[src/rtl/video_timing_gen.sv]
// rtl/video_timing_gen.sv - raster timing generator with pixel fetch and colour-bar source
module video_timing_gen #(
  parameter int H_ACTIVE = 1280,
  parameter int H_FP     = 110,
  parameter int H_SYNC   = 40,
  parameter int H_BP     = 220,
  parameter int V_ACTIVE = 720,
  parameter int V_FP     = 5,
  parameter int V_SYNC   = 5,
  parameter int V_BP     = 20,
  parameter bit HS_POL   = 1'b1,
  parameter bit VS_POL   = 1'b1
) (
  input  logic        pclk,
  input  logic        reset,
  input  logic        enable,
  input  logic        pattern_en,
  output logic        pixel_req,
  output logic [10:0] pixel_x,
  output logic [9:0]  pixel_y,
  input  logic [23:0] pixel_data,
  output logic        frame_start,
  output logic        video_hsync,
  output logic        video_vsync,
  output logic        video_de,
  output logic [23:0] video_rgb
);

  localparam int H_TOTAL = H_ACTIVE + H_FP + H_SYNC + H_BP;
  localparam int V_TOTAL = V_ACTIVE + V_FP + V_SYNC + V_BP;
  localparam int BAR_W   = H_ACTIVE / 8;

  localparam logic [10:0] H_LAST   = 11'(H_TOTAL - 1);
  localparam logic [10:0] H_ACT    = 11'(H_ACTIVE);
  localparam logic [10:0] H_SS     = 11'(H_ACTIVE + H_FP);
  localparam logic [10:0] H_SE     = 11'(H_ACTIVE + H_FP + H_SYNC);
  localparam logic [9:0]  V_LAST   = 10'(V_TOTAL - 1);
  localparam logic [9:0]  V_ACT    = 10'(V_ACTIVE);
  localparam logic [9:0]  V_SS     = 10'(V_ACTIVE + V_FP);
  localparam logic [9:0]  V_SE     = 10'(V_ACTIVE + V_FP + V_SYNC);
  localparam logic [10:0] BAR_LAST = 11'(BAR_W - 1);

  logic [10:0] h_cnt;
  logic [9:0]  v_cnt;
  logic [10:0] bar_cnt;
  logic [2:0]  bar_idx;
  logic        pat_mode;

  logic origin, de_c, hs_c, vs_c, pat_cur;

  logic       s1_de, s1_hs, s1_vs, s1_pat;
  logic [2:0] s1_bar;
  logic       d_de, d_hs, d_vs, d_pat;
  logic [2:0] d_bar;

  function automatic logic [23:0] bar_rgb(input logic [2:0] idx);
    case (idx)
      3'd0:    bar_rgb = 24'hFFFFFF;
      3'd1:    bar_rgb = 24'hFFFF00;
      3'd2:    bar_rgb = 24'h00FFFF;
      3'd3:    bar_rgb = 24'h00FF00;
      3'd4:    bar_rgb = 24'hFF00FF;
      3'd5:    bar_rgb = 24'hFF0000;
      3'd6:    bar_rgb = 24'h0000FF;
      default: bar_rgb = 24'h000000;
    endcase
  endfunction

  // At the origin the live pattern_en decides, so pixel (0,0) already uses the new frame's mode
  always_comb begin
    origin  = (h_cnt == '0) && (v_cnt == '0);
    de_c    = (h_cnt < H_ACT) && (v_cnt < V_ACT);
    hs_c    = (h_cnt >= H_SS) && (h_cnt < H_SE);
    vs_c    = (v_cnt >= V_SS) && (v_cnt < V_SE);
    pat_cur = origin ? pattern_en : pat_mode;
  end

  always_ff @(posedge pclk or posedge reset) begin
    if (reset) begin
      h_cnt    <= '0;
      v_cnt    <= '0;
      bar_cnt  <= '0;
      bar_idx  <= '0;
      pat_mode <= 1'b0;
    end else begin
      if (origin) pat_mode <= pattern_en;
      if (!enable) begin
        h_cnt   <= '0;
        v_cnt   <= '0;
        bar_cnt <= '0;
        bar_idx <= '0;
      end else if (h_cnt == H_LAST) begin
        h_cnt   <= '0;
        bar_cnt <= '0;
        bar_idx <= '0;
        v_cnt   <= (v_cnt == V_LAST) ? 10'd0 : v_cnt + 10'd1;
      end else begin
        h_cnt <= h_cnt + 11'd1;
        // Last bar never advances, so it soaks up the H_ACTIVE % 8 remainder
        if (bar_cnt == BAR_LAST && bar_idx != 3'd7) begin
          bar_cnt <= '0;
          bar_idx <= bar_idx + 3'd1;
        end else begin
          bar_cnt <= bar_cnt + 11'd1;
        end
      end
    end
  end

  always_ff @(posedge pclk or posedge reset) begin
    if (reset) begin
      pixel_req   <= 1'b0;
      frame_start <= 1'b0;
      pixel_x     <= '0;
      pixel_y     <= '0;
      s1_de       <= 1'b0;
      s1_hs       <= 1'b0;
      s1_vs       <= 1'b0;
      s1_pat      <= 1'b0;
      s1_bar      <= '0;
    end else begin
      pixel_req   <= enable && de_c && !pat_cur;
      frame_start <= enable && origin;
      pixel_x     <= h_cnt;
      pixel_y     <= v_cnt;
      s1_de       <= enable && de_c;
      s1_hs       <= enable && hs_c;
      s1_vs       <= enable && vs_c;
      s1_pat      <= pat_cur;
      s1_bar      <= bar_idx;
    end
  end

  // Holding slot that matches the source's one-cycle read latency
  always_ff @(posedge pclk or posedge reset) begin
    if (reset) begin
      d_de  <= 1'b0;
      d_hs  <= 1'b0;
      d_vs  <= 1'b0;
      d_pat <= 1'b0;
      d_bar <= '0;
    end else begin
      d_de  <= enable && s1_de;
      d_hs  <= enable && s1_hs;
      d_vs  <= enable && s1_vs;
      d_pat <= s1_pat;
      d_bar <= s1_bar;
    end
  end

  always_ff @(posedge pclk or posedge reset) begin
    if (reset) begin
      video_de    <= 1'b0;
      video_hsync <= ~HS_POL;
      video_vsync <= ~VS_POL;
      video_rgb   <= '0;
    end else begin
      video_de    <= d_de;
      video_hsync <= d_hs ? HS_POL : ~HS_POL;
      video_vsync <= d_vs ? VS_POL : ~VS_POL;
      if (!d_de)
        video_rgb <= '0;
      else if (d_pat)
        video_rgb <= bar_rgb(d_bar);
      else
        video_rgb <= pixel_data;
    end
  end

endmodule

[config.mk]
export PLATFORM = sky130hd
export DESIGN_NAME = video_timing_gen
export DESIGN_NICKNAME = d
export VERILOG_FILES = /design/src/rtl/video_timing_gen.sv
export SDC_FILE = /design/constraint.sdc
export NUM_CORES = 1
export LEC_CHECK = 0
export ABC_AREA = 1
export CAP_MARGIN = 10
export CORE_MARGIN = 2
export CORE_UTILIZATION = 47
export DETAILED_ROUTE_END_ITERATION = 7
export PLACE_DENSITY = 0.81
export REMOVE_ABC_BUFFERS = 1
export SLEW_MARGIN = 15
export SYNTH_ARGS = -nofsm -noshare
export SYNTH_HDL_FRONTEND = slang
export SYNTH_SLANG_ARGS = --single-unit
[constraint.sdc]
create_clock -name pclk -period 3.3 [get_ports pclk]
set_input_delay 0.495 -clock pclk [delete_from_list [all_inputs] [get_ports pclk]]
set_output_delay 0.495 -clock pclk [all_outputs]
set_load 0.1 [all_outputs]
==> impl_metrics.csv, run 1 <==
group,metric,value,unit
yosys,synth-seq-area-share,60.1,%
global_route,grt_max_degree,60,
pwr,power_frac_clock,30.5,%
global_route,gr-usage-all-layers,19.9,%
global_route,grt_pass1_vias,3356,
pwr,p_per_area,466,nW/um^2
routing,drc_errors,0,
yosys,synth_top_family_by_area,"simple AND/OR/NAND/NOR gates",
global_route,grt_pass1_wl,15400,um
clock_network,cts_hold_buf,0,
worst_setup_path,r2r_cells,6,
worst_setup_path,rr_startpoint,"bar_idx[0]",
final_layout,drive_gt1_share,5.02,%
clock_network,cts.reportedPaths.clkPinSlew,0.10,ns
global_route,antenna_found_initial,0,
timing,drv_slew,0,
yosys,async_flop_share,100,%
yosys,ys_types,29,
pwr,pwr-share-seq,53.3,%
timing,tightest_slew,0.989,ns
routing,vias,3318,
pwr,comb_power_share,16.2,%
clock_network,cts_resized,0,
worst_setup_path,critPathLaunchType,"flop",
clock_network,cts.path.max_buffers,2,
clock_network,cts.sinks,99,
worst_setup_path,cp_slowest_stage_delay,1.14,ns
worst_setup_path,crit_buf_inv,1,
yosys,synth_area,4120,sq um
timing,slew_headroom,33.9,%
clock_network,cts_setup_buffers,0,
flow_run,cap_violations,0,
worst_setup_path,reg2reg_to,"bar_cnt[0]",
worst_setup_path,cp-end-kind,"output pin",
yosys,synth_ff_type,"dfrtp_1",
yosys,yosys.area_share.adder,3.04,%
timing,fmax,0.421,GHz
clock_network,cts_buffers,9,
worst_setup_path,r2r_slack,1.62,ns
yosys,synth_xor_area_share,1.49,%
floorplanning,core,8590,sq um
yosys,synth_edf_count,0,
place,gp_congestion,0.874,
yosys,synthMuxAreaShare,0,%
clock_network,root_buffer,"clkbuf_8",
routing,routed_wirelength,9000,um
global_route,overflow,0,
yosys,yosys.area.top_type,"dfrtp_1",
floorplanning,fp.dieArea,9530,sq um
routing,avgRoutedWirePerCell,13.9,um
worst_setup_path,crit_fanout,1,
pwr,p_switching,774,uW
place,placedCellCount,630,
timing,fin_skew,0.0114,ns
timing,layout_min_cycle_time,2.37,ns
worst_setup_path,cp.required,2.80,ns
floorplanning,die_x,97.6,um
yosys,synth_compound_area_share,3.01,%
place,dp_hpwl,6450,um
pwr,switching_share,32.1,%
worst_setup_path,cp_cell_sequence,"clkdlybuf4s50_1",
worst_setup_path,timing_worst_setup_path_type,"flop to output pin",
pwr,p_int,1640,uW
worst_setup_path,critPathLaunch,"pixel_x[9]",
routing,first_pass_iters,5,
routing,drtAntennaViolNets,0,
yosys,synth-simple-area-share,26.0,%
timing,rsz0062_at_grt,"false",
worst_hold_path,min_path_cells,0,
routing,first_iter_violations,147,
yosys,synthTopCellsByCount,"nor2_1 (111), dfrtp_1 (99), nand2_1 (83)",
timing,setup_tns,0,ns
yosys,ys_ff_latch,99,
pwr,peakVddDrop,0.209,mV
outcome,outcome,"finished clean",
yosys,synth_cells,453,
worst_hold_path,hp-class,"flop to flop",
clock_network,cts_tree,"done",
worst_setup_path,crit_path_top_delay_cell,"clkdlybuf4s50_1",
worst_setup_path,cp.depth,1,
timing,hold_viol,0,
worst_setup_path,crit_end,"pixel_x[9]",
timing,final-setup-viol-count,0,
worst_setup_path,critical_path_arrival,1.88,ns
yosys,synth_top_area_share,60.1,%
final_layout,n_antenna_cell,0,
yosys,synth_warnings,0,
timing,period_share,71.9,%
clock_network,worstSkewPairLatency,0.37,ns
pwr,p_leak,0.00250,uW
yosys,synth_area_leaders,"dfrtp_1 (60%), nor2_1 (10%), nand2_1 (7.6%), inv_1 (4.2%), nand3_1 (3.5%)",
place,portBuffers,77,
worst_setup_path,cp_top_family,"buffers and inverters",
clock_network,htree_levels,3,
yosys,yosysMostFrequentCell,"nor2_1",
yosys,avgSynthCellArea,9.10,sq um
floorplanning,rows,34,
floorplanning,initial_utilization,47.9,%
final_layout,fin_cells,646,
final_layout,final_nets,571,
routing,viasPerCell,5.14,
final_layout,area_delta_synth_final,25.4,%
floorplanning,pin_count,78,
floorplanning,die_h,97.6,um
-- logic make-up (layout without fill, tap and decap cells) --
group / Yosys count / after routing
flops: 99 / 99
simple gates: 255 / 255
buf+inv: 59 / 144
xor+xnor: 7 / 7
fa+ha+maj: 10 / 10
compound gates: 23 / 23
-- layer usage --
| layer | GRT usage [%] | part of all wire, % |
|---|---|---|
| met1 | 25.3 | 44 |
| met2 | 32.0 | 48 |
| met3 | 5.32 | 6.6 |
| met4 | 9.29 | 2.2 |
| met5 | 0 | 0 |
-- through the flow --
stage | setup slack (ns) | utilization [%] | instance area [sq um] | hold WS, ns | total power (uW)
2_1_floorplan | 0.215 | - | 4040 | 0.331 | 1570
3_3_place_gp | 1.29 | 58.0 | 4980 | 0.334 | 1700
3_5_place_dp | 1.27 | 58.0 | 4980 | 0.338 | 1700
4_1_cts | 0.911 | 60.1 | 5170 | 0.362 | 2430
5_1_grt | 0.897 | 60.1 | 5170 | 0.366 | 2500
6_report | 0.926 | 60.1 | 5170 | 0.359 | 2410
-- placed cells by master, fill, tap and decap left out, types with 3 or more instances in the layout --
master / count
nor2_1: 111
dfrtp_1: 99
nand2_1: 83
clkdlybuf4s50_1: 77
inv_1: 45
nand3_1: 29
o21ai_0: 15
nor3_1: 14
nand4_1: 12
ha_1: 10
clkbuf_8: 9
xor2_1: 5
clkinvlp_4: 4
a21oi_1: 3
-- flip-flops by register name (all words and copies together), names as in the netlist, 3 cells and up --
signal / flops
pixel_x: 11
h_cnt: 11
video_rgb: 24
s1_bar: 3
bar_idx: 3
bar_cnt: 11
d_bar: 3
pixel_y: 10
v_cnt: 10
-- power groups by stage --
stage                     clock, uW  combinational [uW]  sequential (uW)
after floorplan                   0                74.6             1500
after global placement            0                 388             1310
after detailed placement          0                 393             1310
after CTS                       750                 394             1290
after global routing            799                 413             1290
final                           735                 390             1290
-- cell type report --
| type | instances | area [sq um] |
|---|---|---|
| Clock inverter | 7 | 61.3 |
| Clock buffer | 9 | 124 |
| Timing Repair Buffer | 80 | 806 |
| Sequential cell | 99 | 2480 |
| Inverter | 48 | 183 |
| Fill cell | 714 | 3430 |
| Multi-Input combinational cell | 295 | 1380 |
| Tap cell | 108 | 135 |
-- worst min path at each step --
stage | start | end
after floorplan | s1_bar[0] | d_bar[0]
after global placement | d_vs | video_vsync
after detailed placement | d_vs | video_vsync
after CTS | d_vs | video_vsync
after global routing | d_vs | video_vsync
final | d_vs | video_vsync
-- worst reg2reg max path, delay by kind of cell, from the launching register on --
family / cells / cell delay, ns
adders and majority gates: 2 / 0.41
DFF: 1 / 0.43
and+or+nand+nor: 4 / 0.74
No activity file was read; power rests on OpenSTA's default activity.
==> run 2, diff against run 1 <==
Clock period 3.3 ns to 1.93 ns, I/O delays scaled along.
==> run 2 against run 1 <==
Sequential share of layout area down 0.45 points. Sequential power up 67%. Routed wire length decreased by 5.0%. Combinational power is 82% higher. Sequential cell count did not move. Worst setup slack worse by 0.65 ns. Clock-buffer cell count stayed put. Register-to-register slack got worse by 1.3 ns. Utilization is 0.57 points higher. Critical path depth grew 5. Design area up 0.94%. Largest cell class unchanged. Highest routed layer unchanged.
==> impl_metrics.csv, run 2 (synthesis gave the netlist of run 1 again) <==
group,metric,value,unit
final_layout,layout_common_cells,"nor2_1 (110), dfrtp_1 (99), nand2_1 (83)",
place,dp_hpwl,6280,um
global_route,grt_pass1_wl,14600,um
clock_network,cts_setup_buffers,0,
timing,slew_headroom,69.9,%
final_layout,ff_latch_area,2480,sq um
worst_setup_path,r2r_cells,6,
timing,layout_min_cycle_time,1.65,ns
global_route,overflow,0,
final_layout,final_common_cell,"nor2_1",
final_layout,multiInputGateArea,1390,sq um
clock_network,cts_tree,"done",
timing,drv_slew,0,
clock_network,cts.sinks,99,
routing,first_iter_violations,143,
clock_network,htree_levels,3,
clock_network,root_buffer,"clkbuf_8",
global_route,grt_max_degree,33,
floorplanning,pin_count,78,
routing,viasPerCell,4.94,
floorplanning,core,8590,sq um
worst_setup_path,crit_fanout,9,
clock_network,cts.path.max_buffers,2,
clock_network,cts_buffers,9,
timing,fmax,0.605,GHz
final_layout,drive_gt1_share,17.0,%
routing,routed_wirelength,8560,um
worst_setup_path,cp.required,2.24,ns
outcome,outcome,"finished clean",
place,place_area,5000,sq um
timing,final-setup-viol-count,0,
floorplanning,rows,34,
final_layout,regMostFlops,"video_rgb",
place,portBuffers,77,
pwr,total_power,4250,uW
timing,hold_viol,0,
routing,drtAntennaViolNets,0,
floorplanning,die_x,97.6,um
clock_network,cts.reportedPaths.clkPinSlew,0.10,ns
worst_setup_path,critical_path_arrival,1.96,ns
worst_setup_path,timing_worst_setup_path_type,"flop to flop",
final_layout,fillers,724,
place,gp_congestion,0.828,
worst_hold_path,hp-class,"input port to async pin",
pwr,p_leak,0.00270,uW
floorplanning,initial_utilization,47.9,%
final_layout,final_nets,587,
final_layout,n_antenna_cell,0,
routing,vias,3271,
timing,fin_skew,0.0129,ns
flow_run,cap_violations,0,
global_route,gr-usage-all-layers,19.0,%
floorplanning,die_h,97.6,um
routing,first_pass_iters,4,
pwr,peakVddDrop,0.352,mV
worst_setup_path,cp-end-kind,"flop",
routing,avgRoutedWirePerCell,12.9,um
pwr,p_per_area,814,nW/um^2
final_layout,design_area,5220,sq um
clock_network,worstSkewPairLatency,0.37,ns
global_route,antenna_found_initial,0,
worst_setup_path,critPathLaunchType,"flop",
timing,fin_ws,0.277,ns
floorplanning,fp.dieArea,9530,sq um
routing,drc_errors,0,
timing,tightest_slew,0.451,ns
timing,period_share,85.6,%
timing,rsz0062_at_grt,"false",
final_layout,largest_reg_flops,24,
global_route,grt_pass1_vias,3091,
place,pre_cts_slack,-0.310,ns
final_layout,area_delta_synth_final,26.6,%
run 2: final timing paths:
kind | startpoint | end | slack (ns)
min | reset | video_rgb[13] | 0.28
min in group pclk | s1_bar[2] | d_bar[2] | 0.36
min reg2reg | s1_bar[2] | d_bar[2] | 0.36
max reg2reg | bar_idx[0] | bar_idx[0] | 0.28
max in group asynchronous | reset | h_cnt[3] | 1.16
max | bar_idx[0] | bar_idx[0] | 0.28
run 2: timing repair:
| action | in CTS | in global routing |
|---|---|---|
| resized for setup | 1 | 1 |
| hold buffers | 0 | 0 |
| setup endpoints to repair | 21 | 12 |
run 2: critical path, stage by stage, from the launching register on:
cell,delay [ns]
dfrtp_1,0.44
ha_1,0.23
ha_1,0.20
nor3_1,0.18
nand3_2,0.24
nand3b_1,0.23
nand2_1,0.08
run 2: routing by layer:
| metal | routed length [um] | GRT usage [%] |
|---|---|---|
| met4 | 194 | 7.69 |
| met5 | 0 | 0 |
| met1 | 3920 | 26.2 |
| met2 | 3940 | 29.7 |
| met3 | 503 | 4.10 |
run 2: cell type report:
cell class	count	share of cell area (%)
clock inverters	7	1.58
inverters	48	3.50
well taps	108	2.59
repair buffers	96	15.8
flip-flops and latches	99	47.5
multi-input cells	295	26.6
clock buffers	9	2.37
run 2: where the power goes:
part / internal (uW) / switching (uW)
combinational: 178 / 532
sequential: 2140 / 27.3
clock: 622 / 753
run 2: through the flow:
step	utilization [%]	std cells	TNS, ns	hold slack [ns]
floorplan	-	442	-94.04	0.331
global placement	58.2	646	-3.10	0.331
detailed placement	58.2	646	-4.79	0.337
CTS	60.6	662	0	0.290
global route	60.7	662	0	0.327
finish	60.7	662	0	0.281
==> run 3, diff against run 2 <==
Settings changed: CORE_ASPECT_RATIO from default to 0.75.
==> run 3 against run 2 <==
Clock skew decreased by 0.0048 ns. Sequential share of layout area is 0.63 points lower. Global-route usage grew 1.2 points. Critical path type unchanged. Largest cell class unchanged.
==> impl_metrics.csv, run 3 (synthesis gave the netlist of run 1 again) <==
group,metric,value,unit
outcome,outcome,"finished clean",
timing,setup_tns,0,ns
worst_setup_path,timing_worst_setup_path_type,"flop to flop",
timing,fin_ws,0.280,ns
clock_network,cts_tree,"done",
pwr,p_leak,0.00274,uW
global_route,overflow,0,
floorplanning,core,8490,sq um
worst_setup_path,cp.required,2.17,ns
final_layout,fin_cells,663,
routing,first_pass_iters,5,
global_route,antenna_found_initial,0,
floorplanning,pin_count,78,
final_layout,area_delta_synth_final,28.3,%
final_layout,drive_gt1_share,17.1,%
routing,drc_errors,0,
global_route,met1_usage,27.7,%
timing,layout_min_cycle_time,1.65,ns
final_layout,multiInputGateArea,1390,sq um
timing,period_share,85.5,%
place,pre_cts_slack,-0.384,ns
clock_network,worstSkewPairLatency,0.35,ns
worst_setup_path,cp_slowest_stage_delay,0.45,ns
flow_run,cap_violations,0,
global_route,grtUsageMet2,31.7,%
floorplanning,fp.dieArea,9540,sq um
pwr,peakVddDrop,0.573,mV
worst_setup_path,crit_path_top_delay_cell,"dfrtp_1",
global_route,grt_pass1_wl,15400,um
clock_network,cts_hold_buf,0,
clock_network,cts_setup_buffers,0,
clock_network,cts.sinks,99,
clock_network,cts.path.max_buffers,2,
pwr,p_per_area,875,nW/um^2
floorplanning,initial_utilization,48.5,%
final_layout,n_antenna_cell,0,
routing,viasPerCell,5.01,
place,dp_hpwl,6390,um
final_layout,regMostFlops,"video_rgb",
worst_hold_path,hp-class,"input port to async pin",
timing,tightest_slew,0.469,ns
final_layout,final_common_cell,"nor2_1",
place,placedCellCount,647,
worst_setup_path,critical_path_arrival,1.89,ns
final_layout,fillers,691,
final_layout,largest_reg_flops,24,
routing,first_iter_violations,229,
global_route,busiest_layer,"met2",
final_layout,layout_common_cells,"nor2_1 (110), dfrtp_1 (99), nand2_1 (83)",
worst_setup_path,cp-end-kind,"flop",
timing,fin_skew,0.00806,ns
worst_setup_path,crit_fanout,9,
final_layout,ff_latch_area,2480,sq um
timing,hold_viol,0,
routing,avgRoutedWirePerCell,13.7,um
global_route,grt_pass1_vias,3262,
worst_setup_path,critPathLaunchType,"flop",
worst_setup_path,crit_buf_inv,0,
place,portBuffers,77,
worst_setup_path,cp_top_family,"simple AND/OR/NAND/NOR gates",
floorplanning,die_x,112,um
clock_network,htree_levels,3,
global_route,grt_max_degree,37,
clock_network,cts.reportedPaths.clkPinSlew,0.07,ns
worst_setup_path,cp_cell_sequence,"ha_1, nand3_1, nor2_2, nand3_2, nand2_2, nor2_1",
global_route,grt.met3_usage,5.50,%
floorplanning,die_h,85.1,um
global_route,gr-usage-all-layers,20.3,%
timing,slew_headroom,68.6,%
timing,fmax,0.606,GHz
routing,routed_wirelength,9110,um
timing,drv_slew,0,
timing,final-setup-viol-count,0,
place,gp_congestion,0.919,
floorplanning,rows,29,
final_layout,final_nets,588,
routing,drtAntennaViolNets,0,
clock_network,cts_buffers,9,
timing,rsz0062_at_grt,"false",
routing,vias,3324,
clock_network,root_buffer,"clkbuf_16",
-- run 3: cell type report --
cell class,count,area share (%)
Sequential cell,99,46.9
Multi-Input combinational cell,295,26.3
Timing Repair Buffer,97,15.3
Clock buffer,10,4.52
Inverter,48,3.46
Tap cell,108,2.56
Clock inverter,6,1.04
-- run 3: metrics by stage --
step,area [sq um],hold WS (ns),power (uW),utilization [%]
2_1_floorplan,4040,0.331,2690,-
3_3_place_gp,4980,0.333,2900,58.7
3_5_place_dp,4980,0.336,2920,58.7
4_1_cts,5280,0.297,4670,62.2
5_1_grt,5290,0.315,4810,62.3
6_report,5290,0.284,4630,62.3
-- run 3: worst paths after layout --
path,start,to,slack (ns),depth (start not counted)
min in group pclk,d_vs,video_vsync,0.35,0
max in group asynchronous,reset,pixel_x[0],1.06,3
worst max-delay path,bar_cnt[0],bar_cnt[6],0.28,6
worst min register to register,d_vs,video_vsync,0.35,0
worst max register to register,bar_cnt[0],bar_cnt[6],0.28,6
worst min-delay path,reset,d_bar[1],0.28,2
-- run 3: repair_timing --
action | in CTS | in global routing
cloned | 0 | 0
setup endpoints to repair | 21 | 11
gates resized for setup | 1 | 1
pin swaps | 0 | 0
-- run 3: where the power goes --
group / internal (uW) / switching [uW] / total [uW] / leakage (uW)
Sequential: 2140 / 34.2 / 2170 / 0.00135
Clock: 934 / 819 / 1750 / 0.000139
Combinational: 175 / 527 / 701 / 0.00125
Total: 3250 / 1380 / 4630 / 0.00274
-- run 3: routing by layer --
layer,vias to the layer above,wire length (um)
li1,1622,-
met1,1546,4020
met2,137,4200
met3,19,727
met4,0,164
met5,-,0
-- run 3: worst register-to-register path: cells and delay by family, from the launching register on --
family | cells | cell delay, ns
adders and majority gates | 1 | 0.25
DFF | 1 | 0.45
and+or+nand+nor | 5 | 0.85
